===== config.mk =====
export PLATFORM = sky130hd
export DESIGN_NAME = multi_clock_divider_flat
export DESIGN_NICKNAME = d
export VERILOG_FILES = /design/src/rtl/clkdiv_pkg.sv /design/src/rtl/multi_clock_divider_if.sv /design/src/rtl/clkdiv_channel.sv /design/src/rtl/multi_clock_divider.sv /design/src/flat_wrapper.sv
export SDC_FILE = /design/constraint.sdc
export NUM_CORES = 1
export LEC_CHECK = 0
export ABC_AREA = 1
export CAP_MARGIN = 0
export CORE_ASPECT_RATIO = 0.9
export CORE_UTILIZATION = 52
export CTS_CLUSTER_SIZE = 30
export DETAILED_ROUTE_END_ITERATION = 8
export GPL_ROUTABILITY_DRIVEN = 0
export PLACE_DENSITY_LB_ADDON = 0.3
export REMOVE_ABC_BUFFERS = 1
export SYNTH_ARGS = -nofsm -noshare
export SYNTH_HDL_FRONTEND = slang
export SYNTH_SLANG_ARGS = --single-unit

===== constraint.sdc =====
create_clock -name Clk_In -period 5.2 [get_ports Clk_In]
set_clock_uncertainty 0.2 [all_clocks]
set_input_delay 0.78 -clock Clk_In [delete_from_list [all_inputs] [get_ports Clk_In]]
set_output_delay 0.78 -clock Clk_In [all_outputs]
set_load 0.02 [all_outputs]

===== src/rtl/clkdiv_pkg.sv =====
`default_nettype none
// ============================================================================
// Module      : clkdiv_pkg
// Description : Shared defaults and helpers for the multi-channel clock
//               divider: default counter width, reset divisor, channel-select
//               width and the minimum-divisor clamp.
// Revision    : 1.0 - initial release
// ============================================================================
package clkdiv_pkg;

   // Default counter / divisor width in bits.
   localparam int CNT_W_DEF   = 27;
   // Divisor loaded into every channel at reset.
   localparam int DIV_RST_DEF = 4;
   // Widest counter the clamp helper supports.
   localparam int MAX_CNT_W   = 64;

   // Smallest usable period: a divide-by-1 or divide-by-0 has no low phase.
   localparam logic [MAX_CNT_W-1:0] C_MIN_DIV = MAX_CNT_W'(2);

   // Channel-select width, never narrower than one bit.
   function automatic int ch_width(input int n);
      return (n > 1) ? $clog2(n) : 1;
   endfunction

   // Effective divisor: 0 and 1 behave as 2.
   function automatic logic [MAX_CNT_W-1:0] clamp_div(input logic [MAX_CNT_W-1:0] d);
      return (d < C_MIN_DIV) ? C_MIN_DIV : d;
   endfunction

endpackage
`default_nettype wire


===== src/rtl/multi_clock_divider_if.sv =====
`default_nettype none
// ============================================================================
// Module      : multi_clock_divider_if
// Description : Control / status bundle of the multi-channel clock divider.
//               master = controller side, slave = divider side.
// Revision    : 1.0 - initial release
// ============================================================================
interface multi_clock_divider_if
   import clkdiv_pkg::*;
#(
   parameter int N_CH  = 2,
   parameter int CNT_W = CNT_W_DEF
);
   localparam int CH_W = ch_width(N_CH);

   logic [N_CH-1:0]  en;
   logic             sync;
   logic             div_wr;
   logic [CH_W-1:0]  div_sel;
   logic [CNT_W-1:0] div_val;
   logic [N_CH-1:0]  Clk_Out;
   logic [N_CH-1:0]  tick;
   logic [N_CH-1:0]  pend;

   modport master (
      output en, sync, div_wr, div_sel, div_val,
      input  Clk_Out, tick, pend
   );

   modport slave (
      input  en, sync, div_wr, div_sel, div_val,
      output Clk_Out, tick, pend
   );

endinterface
`default_nettype wire


===== src/rtl/clkdiv_channel.sv =====
`default_nettype none
// ============================================================================
// Module      : clkdiv_channel
// Description : One divider channel: period counter, active and shadow
//               divisor, registered divided clock and period-start tick.
//               A new divisor only takes effect at a period boundary or
//               while the channel is idle, so the output never glitches.
// Revision    : 1.0 - initial release
// ============================================================================
module clkdiv_channel
   import clkdiv_pkg::*;
#(
   parameter int CNT_W   = CNT_W_DEF,
   parameter int DIV_RST = DIV_RST_DEF
)(
   input  wire logic             Clk_In,
   input  wire logic             RST,
   input  wire logic             en,
   input  wire logic             sync,
   input  wire logic             wr,
   input  wire logic [CNT_W-1:0] wr_val,
   output      logic             Clk_Out,
   output      logic             tick,
   output      logic             pend
);

   localparam logic [CNT_W-1:0] C_ONE      = CNT_W'(1);
   localparam logic [CNT_W-1:0] C_DIV_INIT = CNT_W'(DIV_RST);

   logic [CNT_W-1:0] r_cnt;
   logic [CNT_W-1:0] r_div;
   logic [CNT_W-1:0] r_pdiv;
   logic             r_pend;
   logic             r_en_q;
   logic             r_clk_out;
   logic             r_tick;

   logic [CNT_W-1:0] w_deff;
   logic [CNT_W-1:0] w_half;
   logic [CNT_W-1:0] w_cnt_next;
   logic             w_restart;
   logic             w_apply;

   // Next count and restart/apply decisions for the current period.
   always_comb begin
      w_deff     = CNT_W'(clamp_div(MAX_CNT_W'(r_div)));
      // ceil(D_eff/2) without risking overflow of D_eff+1
      w_half     = (w_deff >> 1) + {{(CNT_W-1){1'b0}}, w_deff[0]};
      // A fresh enable, a sync or the end of the period all restart at 0;
      // a sync landing on the wrap edge is still a single restart.
      w_restart  = (en & ~r_en_q) | sync | (r_cnt >= (w_deff - C_ONE));
      w_cnt_next = w_restart ? '0 : (r_cnt + C_ONE);
      // Divisor changes are safe at a period start or while idle.
      w_apply    = ~en | w_restart;
   end

   // Counter and registered outputs; an idle channel holds everything low.
   always_ff @(posedge Clk_In or negedge RST) begin
      if (!RST) begin
         r_en_q    <= 1'b0;
         r_cnt     <= '0;
         r_clk_out <= 1'b0;
         r_tick    <= 1'b0;
      end else begin
         r_en_q <= en;
         if (en) begin
            r_cnt     <= w_cnt_next;
            r_clk_out <= (w_cnt_next < w_half);
            r_tick    <= w_restart;
         end else begin
            r_cnt     <= '0;
            r_clk_out <= 1'b0;
            r_tick    <= 1'b0;
         end
      end
   end

   // Shadow divisor: hold a write until the next safe edge; a write on that
   // edge goes straight to the active divisor.
   always_ff @(posedge Clk_In or negedge RST) begin
      if (!RST) begin
         r_div  <= C_DIV_INIT;
         r_pdiv <= C_DIV_INIT;
         r_pend <= 1'b0;
      end else if (w_apply) begin
         if (wr) begin
            r_div  <= wr_val;
            r_pdiv <= wr_val;
         end else if (r_pend) begin
            r_div  <= r_pdiv;
         end
         r_pend <= 1'b0;
      end else if (wr) begin
         r_pdiv <= wr_val;
         r_pend <= 1'b1;
      end
   end

   assign Clk_Out = r_clk_out;
   assign tick    = r_tick;
   assign pend    = r_pend;

endmodule
`default_nettype wire


===== src/rtl/multi_clock_divider.sv =====
`default_nettype none
// ============================================================================
// Module      : multi_clock_divider
// Description : N_CH independent clock dividers sharing one input clock.
//               Decodes divisor writes to one channel and fans sync out to
//               all of them; all timing logic lives in clkdiv_channel.
// Revision    : 1.0 - initial release
// ============================================================================
module multi_clock_divider
   import clkdiv_pkg::*;
#(
   parameter int N_CH    = 2,
   parameter int CNT_W   = CNT_W_DEF,
   parameter int DIV_RST = DIV_RST_DEF
)(
   input wire logic              Clk_In,
   input wire logic              RST,
   multi_clock_divider_if.slave  bus
);

   localparam int CH_W = ch_width(N_CH);

   logic            w_sel_ok;
   logic [N_CH-1:0] w_wr;
   logic [N_CH-1:0] w_clk_out;
   logic [N_CH-1:0] w_tick;
   logic [N_CH-1:0] w_pend;

   // Writes addressed beyond the last channel are dropped.
   assign w_sel_ok = (32'(bus.div_sel) < 32'(N_CH));

   generate
      for (genvar i = 0; i < N_CH; i++) begin : g_ch
         assign w_wr[i] = bus.div_wr & w_sel_ok & (32'(bus.div_sel) == 32'(i));

         clkdiv_channel #(
            .CNT_W   (CNT_W),
            .DIV_RST (DIV_RST)
         ) u_channel (
            .Clk_In  (Clk_In),
            .RST     (RST),
            .en      (bus.en[i]),
            .sync    (bus.sync),
            .wr      (w_wr[i]),
            .wr_val  (bus.div_val),
            .Clk_Out (w_clk_out[i]),
            .tick    (w_tick[i]),
            .pend    (w_pend[i])
         );
      end
   endgenerate

   assign bus.Clk_Out = w_clk_out;
   assign bus.tick    = w_tick;
   assign bus.pend    = w_pend;

   // Keeps the select width visibly tied to the interface it decodes.
   logic [CH_W-1:0] w_sel_unused;
   assign w_sel_unused = bus.div_sel;

endmodule
`default_nettype wire


===== src/flat_wrapper.sv =====
// flat-port wrapper written by rule: the top's interface ports become plain ports
module multi_clock_divider_flat import clkdiv_pkg::*;
#(
   parameter int N_CH    = 2,
   parameter int CNT_W   = CNT_W_DEF,
   parameter int DIV_RST = DIV_RST_DEF
)
  (Clk_In, RST, bus_en, bus_sync, bus_div_wr, bus_div_sel, bus_div_val, bus_Clk_Out, bus_tick, bus_pend);
  multi_clock_divider_if #(.N_CH(N_CH), .CNT_W(CNT_W)) bus_i ();
  input wire logic Clk_In;
  input wire logic RST;
  input wire logic [$bits(bus_i.en)-1:0] bus_en;
  input wire logic [$bits(bus_i.sync)-1:0] bus_sync;
  input wire logic [$bits(bus_i.div_wr)-1:0] bus_div_wr;
  input wire logic [$bits(bus_i.div_sel)-1:0] bus_div_sel;
  input wire logic [$bits(bus_i.div_val)-1:0] bus_div_val;
  output wire logic [$bits(bus_i.Clk_Out)-1:0] bus_Clk_Out;
  output wire logic [$bits(bus_i.tick)-1:0] bus_tick;
  output wire logic [$bits(bus_i.pend)-1:0] bus_pend;
  assign bus_i.en = bus_en;
  assign bus_i.sync = bus_sync;
  assign bus_i.div_wr = bus_div_wr;
  assign bus_i.div_sel = bus_div_sel;
  assign bus_i.div_val = bus_div_val;
  assign bus_Clk_Out = bus_i.Clk_Out;
  assign bus_tick = bus_i.tick;
  assign bus_pend = bus_i.pend;
  multi_clock_divider #(.N_CH(N_CH), .CNT_W(CNT_W), .DIV_RST(DIV_RST)) u_core (.Clk_In(Clk_In), .RST(RST), .bus(bus_i));
endmodule

==> results of run 1 <==
==> flip-flops by register name, summed over array words and instances (netlist names) <==
register,flops
u_core.g_ch.u_channel.r_cnt,54
u_core.g_ch.u_channel.r_div,54
u_core.g_ch.u_channel.r_pdiv,54
u_core.g_ch.u_channel.Clk_Out,2
u_core.g_ch.u_channel.pend,2
u_core.g_ch.u_channel.r_en_q,2
u_core.g_ch.u_channel.tick,2
==> per-layer routing <==
metal,vias up,share of wire [%],wire length (microns)
met1,5204,45,14800
met2,389,47,15500
met3,47,6.2,2040
li1,5353,-,-
met5,-,0,0
met4,0,1.5,496
==> area by class of cell <==
cell class	count	area share, %
multi-input cells	1135	49.1
flip-flops and latches	170	28.0
repair buffers	209	11.8
inverters	195	4.96
clock buffers	19	2.84
well taps	297	2.44
clock inverters	13	0.789
repair inverters	1	0.0411
==> repair_timing <==
action | 4_1_cts | 5_1_grt
cloned | 0 | 6
setup endpoints to repair | 10 | 54
setup buffers | 6 | 26
pin swaps | 14 | 86
gates resized for setup | 21 | 131
hold buffers | 0 | 0
==> worst max-delay path: cells and delay by family, from the launching register on <==
| family | cells | cell delay (ns) |
|---|---|---|
| xor gates and xnor gates | 1 | 0.09 |
| and+or+nand+nor | 23 | 3.09 |
| adders and majority gates | 3 | 0.71 |
| DFF | 1 | 0.41 |
| buffers and inverters | 2 | 0.22 |
| AOI/OAI and AO/OA | 5 | 0.75 |
==> cells by family after synthesis <==
kind of cell               synth area share, %
and+or+nand+nor                           27.1
buffers and inverters                     8.11
AOI/OAI and AO/OA                         8.07
DFF                                       35.0
xor gates and xnor gates                  9.93
adders and majority gates                 11.7
==> power breakdown <==
part | leakage, uW | switching [uW] | internal (uW)
Combinational | 0.00484 | 1120 | 819
Sequential | 0.00220 | 89.1 | 1480
Clock | 0.000252 | 566 | 662
Total | 0.00729 | 1780 | 2960
==> cell usage after synthesis (all sizes together) <==
master	n	area share, %
a2111oi	1	0.072
a211oi	4	0.25
a21o	2	0.12
a21oi	42	1.7
a31oi	1	0.051
and2	1	0.051
and3	2	0.10
buf	22	1.0
clkbuf	33	1.0
dfrtp	166	34
dfstp	4	0.86
dlygate4sd1	1	0.072
ha	114	12
inv	195	6.0
nand2	318	10
nand3	65	3.4
nand3b	3	0.19
nand4	35	1.9
nor2	216	7.1
nor3	55	3.6
nor3b	1	0.062
nor4	13	0.77
o2111ai	2	0.14
o211ai	1	0.062
o21a	28	1.7
o21ai	88	3.6
o21bai	1	0.062
o221a	1	0.093
o221ai	2	0.14
or2	1	0.072
xnor2	21	1.5
xor2	117	8.4
==> per-stage QoR <==
step | setup WS (ns) | hold slack, ns | total power, uW
after global placement | -0.145 | 0.280 | 3170
after CTS | -0.344 | 0.293 | 4500
after global routing | -0.637 | 0.327 | 4990
after detailed placement | -0.323 | 0.284 | 3220
final | -0.378 | 0.252 | 4730
after floorplan | -0.268 | 0.254 | 2540
==> how the worst max path moves through the flow <==
stage | to | slack, ns | cells past startpoint
finish | u_core.g_ch[0].u_channel.Clk_Out$_DFF_PN0_ | -0.38 | 34
global route | u_core.g_ch[0].u_channel.Clk_Out$_DFF_PN0_ | -0.64 | 34
CTS | u_core.g_ch[0].u_channel.Clk_Out$_DFF_PN0_ | -0.34 | 33
detailed placement | u_core.g_ch[0].u_channel.Clk_Out$_DFF_PN0_ | -0.32 | 34
global placement | u_core.g_ch[0].u_channel.Clk_Out$_DFF_PN0_ | -0.15 | 34
floorplan | u_core.g_ch[0].u_channel.r_div[0]$_DFFE_PN0P_ | -0.27 | 29
==> run summary, run 1 <==
Status = finished with violations
Failing checks = setup timing
Slowest stage delay, CP = 0.41 ns
WP data required = 5.37 ns
Worst VDD drop = 210 uV
Vias = 11.0k
R2R Path Start = u_core.g_ch[0].u_channel.r_div[24]$_DFFE_PN0P_
Worst-Skew Late Latency = 0.44 ns
H-Tree Depth = 4
Pwr Density = 311 nW/um^2
Max-cap viol count = 0
Die area = 24000 sq um
Starting Density = 53.6%
Number of global-route vias before repair = 10.3k
R2r endpoint = u_core.g_ch[0].u_channel.Clk_Out$_DFF_PN0_
Worst setup path startpoint = u_core.g_ch[0].u_channel.r_div[24]$_DFFE_PN0P_
Buffers on Ports = 39
WL final = 32800 microns
Clock Sinks = 170
R2R depth = 34
Non-Filler Instances = 2039
Critical path arrival = 5.75 ns
Post-synthesis sequential area ratio = 35.0%
Commonest non-fill, non-tap cell in the layout = nand2_1
Initial antenna violation count = 0
CTS tree = built
Mapped cell area = 12200 sq um
R2r setup slk = -0.38 ns
Finish-stage setup viols = 29
CTS Buffer Depth = 2
Final worst path period need = 5.58 ns
CP endpoint kind = flop
Synthesized instance count = 1556
Crit path kind = reg -> reg
Total area of multi-input combinational cells = 7470 sq um
Relative slew slack = 34.6%
Largest net degree at the start of global routing = 102
Antenna Cells = 0
Syn. warnings = 0
Global route total overflow = 0
Worst Max-Slew Pin Slew = 0.977 ns
GR Util met2 = 40.4%
I/O Pins = 40
Final Hold Vio Count = 0
Hold crit path type = in -> async
Fill cells = 1746
Drt pass-1 iters = 6
Peak Freq = 179 MHz
Final HPWL DP = 22900 microns
GR peak layer = met2
Number of synthesized register bits = 170
Total Nets Final = 1877
Seq. cell area = 4260 sq um
Layout Area Growth over Synthesis = 25.1%
RSZ-0062 raised after global routing = yes
Met1 Use GR = 37.5%
Crit-path max FO = 6
Core Area = 22700 sq um
Layout Utilization = 67.0%
Fin crit share = 107%
GR Util All Layers = 25.8%
Via density = 5.39
Met3 Resource Use GR = 3.47%
Most frequent cells in the layout = nand2_1 (296), inv_1 (181), nor2_1 (170), dfrtp_1 (166), buf_4 (154)
Overall die height = 147 microns
Max-slew violations = 0
Most used cell, CP = nor2_2
Clock slew at reported path FFs = 0.07 ns
DP Area = 13700 sq um
TNS Setup = -3.38 ns
Netlist cell types = 44
Share of cells above drive strength 1 = 21.6%
Max stage delay cell, worst path = dfrtp_1
Drt first-iter violations = 847
Post-route cell area = 15200 sq um
Routed wire per std cell = 16.1 microns
Syn_area_per_cell = 7.82 sq um
First-pass GRT wire length = 49200 microns
Standard-cell rows = 52
Startpoint type of the worst setup path = flop
Leakage = 0.00729 uW
CTS Root Buffer Type = clkbuf_16
Post-route antenna net violation count = 0
Chip width = 163 microns
DRC errors left = 0
PnR worst setup slack = -0.378 ns
Dpl cells = 1969
Num CTS Buffers = 17
No activity file was read; power rests on OpenSTA's default activity.
==> run 2: changes to the inputs <==
Settings changed: CORE_ASPECT_RATIO 0.9 to 1.25.
==> run 2 against run 1 <==
- the run still ends with setup timing left
- final cell count fell by 1.7%
- final area fell by 3.2%
- combinational power fell by 8%
- total power fell by 2.7%
- via count fell by 4.1%
- critical path depth did not move
- die area barely moved
- sequential share of layout area rose by 0.92 points
- register-to-register slack barely moved
- clock-buffer cell count rose by 1
- largest cell class unchanged
==> run summary, run 2 (synthesis results as in run 1) <==
Max-cap viol count = 0
Slowest stage delay, CP = 0.39 ns
I/O Pins = 40
Number of global-route vias before repair = 10.6k
Routed wire per std cell = 15.1 microns
Total Nets Final = 1852
Final HPWL DP = 23200 microns
Critical Path End = u_core.g_ch[0].u_channel.Clk_Out$_DFF_PN0_
Dpl cells = 1964
Crit path kind = reg -> reg
Critical path arrival = 5.73 ns
DP Area = 13700 sq um
Worst VDD drop = 236 uV
Die area = 24000 sq um
Setup WS pre-CTS = -0.460 ns
Crit-path max FO = 5
WL final = 30300 microns
Biggest regs = u_core.g_ch.u_channel.r_cnt: 54 flops, u_core.g_ch.u_channel.r_div: 54 flops, u_core.g_ch.u_channel.r_pdiv: 54 flops
Initial antenna violation count = 0
R2r setup slk = -0.37 ns
Global route total overflow = 0
Layout Area Growth over Synthesis = 21.1%
First-pass GRT wire length = 49300 microns
Hold crit path type = in -> async
Finish-stage setup viols = 1
TNS Setup = -0.370 ns
Post-route cell area = 14700 sq um
Final Hold Vio Count = 0
Standard-cell rows = 62
Startpoint type of the worst setup path = flop
Non-Filler Instances = 2005
Failing checks = setup timing
CTS Root Buffer Type = clkbuf_16
Largest net degree at the start of global routing = 97
Worst Max-Slew Pin Slew = 0.926 ns
Buffers on Ports = 39
Max stage delay cell, worst path = dfrtp_1
Core Area = 23000 sq um
Clock slew at reported path FFs = 0.06 ns
Most used cell, CP = nand2_2
R2R Path Start = u_core.g_ch[0].u_channel.r_div[3]$_DFFE_PN0P_
DRC errors left = 0
CTS Buffer Depth = 2
Worst setup path startpoint = u_core.g_ch[0].u_channel.r_div[3]$_DFFE_PN0P_
Status = finished with violations
Drt pass-1 iters = 8
Leakage = 0.00713 uW
Max-slew violations = 0
Peak Freq = 180 MHz
CP endpoint kind = flop
Starting Density = 53.0%
Clock Sinks = 170
RSZ-0062 raised after global routing = yes
Final worst path period need = 5.57 ns
Chip width = 139 microns
Num CTS Buffers = 17
Commonest non-fill, non-tap cell in the layout = nand2_1
Worst-Skew Late Latency = 0.44 ns
Share of cells above drive strength 1 = 18.4%
Overall die height = 173 microns
Most frequent cells in the layout = nand2_1 (297), inv_1 (183), nor2_1 (183), dfrtp_1 (166), buf_4 (140)
WP data required = 5.36 ns
Drt first-iter violations = 574
H-Tree Depth = 4
Vias = 10.5k
GR Util All Layers = 25.7%
Post-route antenna net violation count = 0
R2r endpoint = u_core.g_ch[0].u_channel.Clk_Out$_DFF_PN0_
Relative slew slack = 38.1%
CTS tree = built
Fin crit share = 107%
Antenna Cells = 0
R2R depth = 34
Pwr Density = 313 nW/um^2
Via density = 5.26
PnR worst setup slack = -0.370 ns
-- run 2: cell count changes in the layout (fill, tap and decap cells not counted), sizes merged --
cell      change
buf          -21
clkbuf        -2
clkinv        -1
clkinvlp      -1
-- run 2: critical path: cells and delay by family, from the launching register on --
kind	cells	cell delay, ns
simple gates	22	2.89
fa+ha+maj	3	0.69
flops	1	0.39
xor+xnor	1	0.09
compound gates	5	0.90
buf+inv	3	0.30
-- run 2: worst min path at each step --
stage / slack (ns) / endpoint / depth (start not counted)
global route: 0.30 / u_core.g_ch[0].u_channel.r_pdiv[3]$_DFFE_PN0P_ / 1
detailed placement: 0.29 / u_core.g_ch[0].u_channel.r_pdiv[15]$_DFFE_PN0P_ / 2
global placement: 0.28 / u_core.g_ch[0].u_channel.r_pdiv[15]$_DFFE_PN0P_ / 2
floorplan: 0.25 / u_core.g_ch[1].u_channel.r_cnt[0]$_DFF_PN0_ / 1
finish: 0.22 / u_core.g_ch[0].u_channel.r_pdiv[3]$_DFFE_PN0P_ / 1
CTS: 0.26 / u_core.g_ch[0].u_channel.r_cnt[0]$_DFF_PN0_ / 1
-- run 2: cell type report --
| class | instances | area [sq um] |
|---|---|---|
| clock buffers | 20 | 457 |
| clock inverters | 12 | 116 |
| fillers | 1859 | 8230 |
| inverters | 195 | 734 |
| multi-input cells | 1135 | 7250 |
| flip-flops and latches | 170 | 4260 |
| well taps | 288 | 360 |
| repair buffers | 185 | 1550 |
-- run 2: metal layers --
layer / global-route usage (%) / share of wire, %
met3: 3.66 / 2.6
met4: 12.2 / 4.1
met1: 29.1 / 41
met5: 0 / 0
met2: 47.4 / 52
-- run 2: what timing repair did --
| item | in CTS | in global routing |
|---|---|---|
| pin swaps | 3 | 30 |
| setup buffers | 3 | 6 |
| endpoints found under the setup margin | 2 | 54 |
| hold buffers | 0 | 0 |
| gates resized for setup | 13 | 68 |
-- run 2: per-stage QoR --
stage,util (%),power [uW],hold WS [ns]
global route,64.2,4890,0.304
global placement,59.9,3190,0.281
CTS,62.7,4520,0.265
detailed placement,59.9,3240,0.286
finish,64.2,4600,0.223
floorplan,-,2540,0.254
-- run 2: where the power goes --
group	switching, uW	total (uW)	internal [uW]	leakage (uW)
logic	1030	1790	756	0.00466
clock network	560	1250	690	0.000266
registers	86.1	1560	1480	0.00220
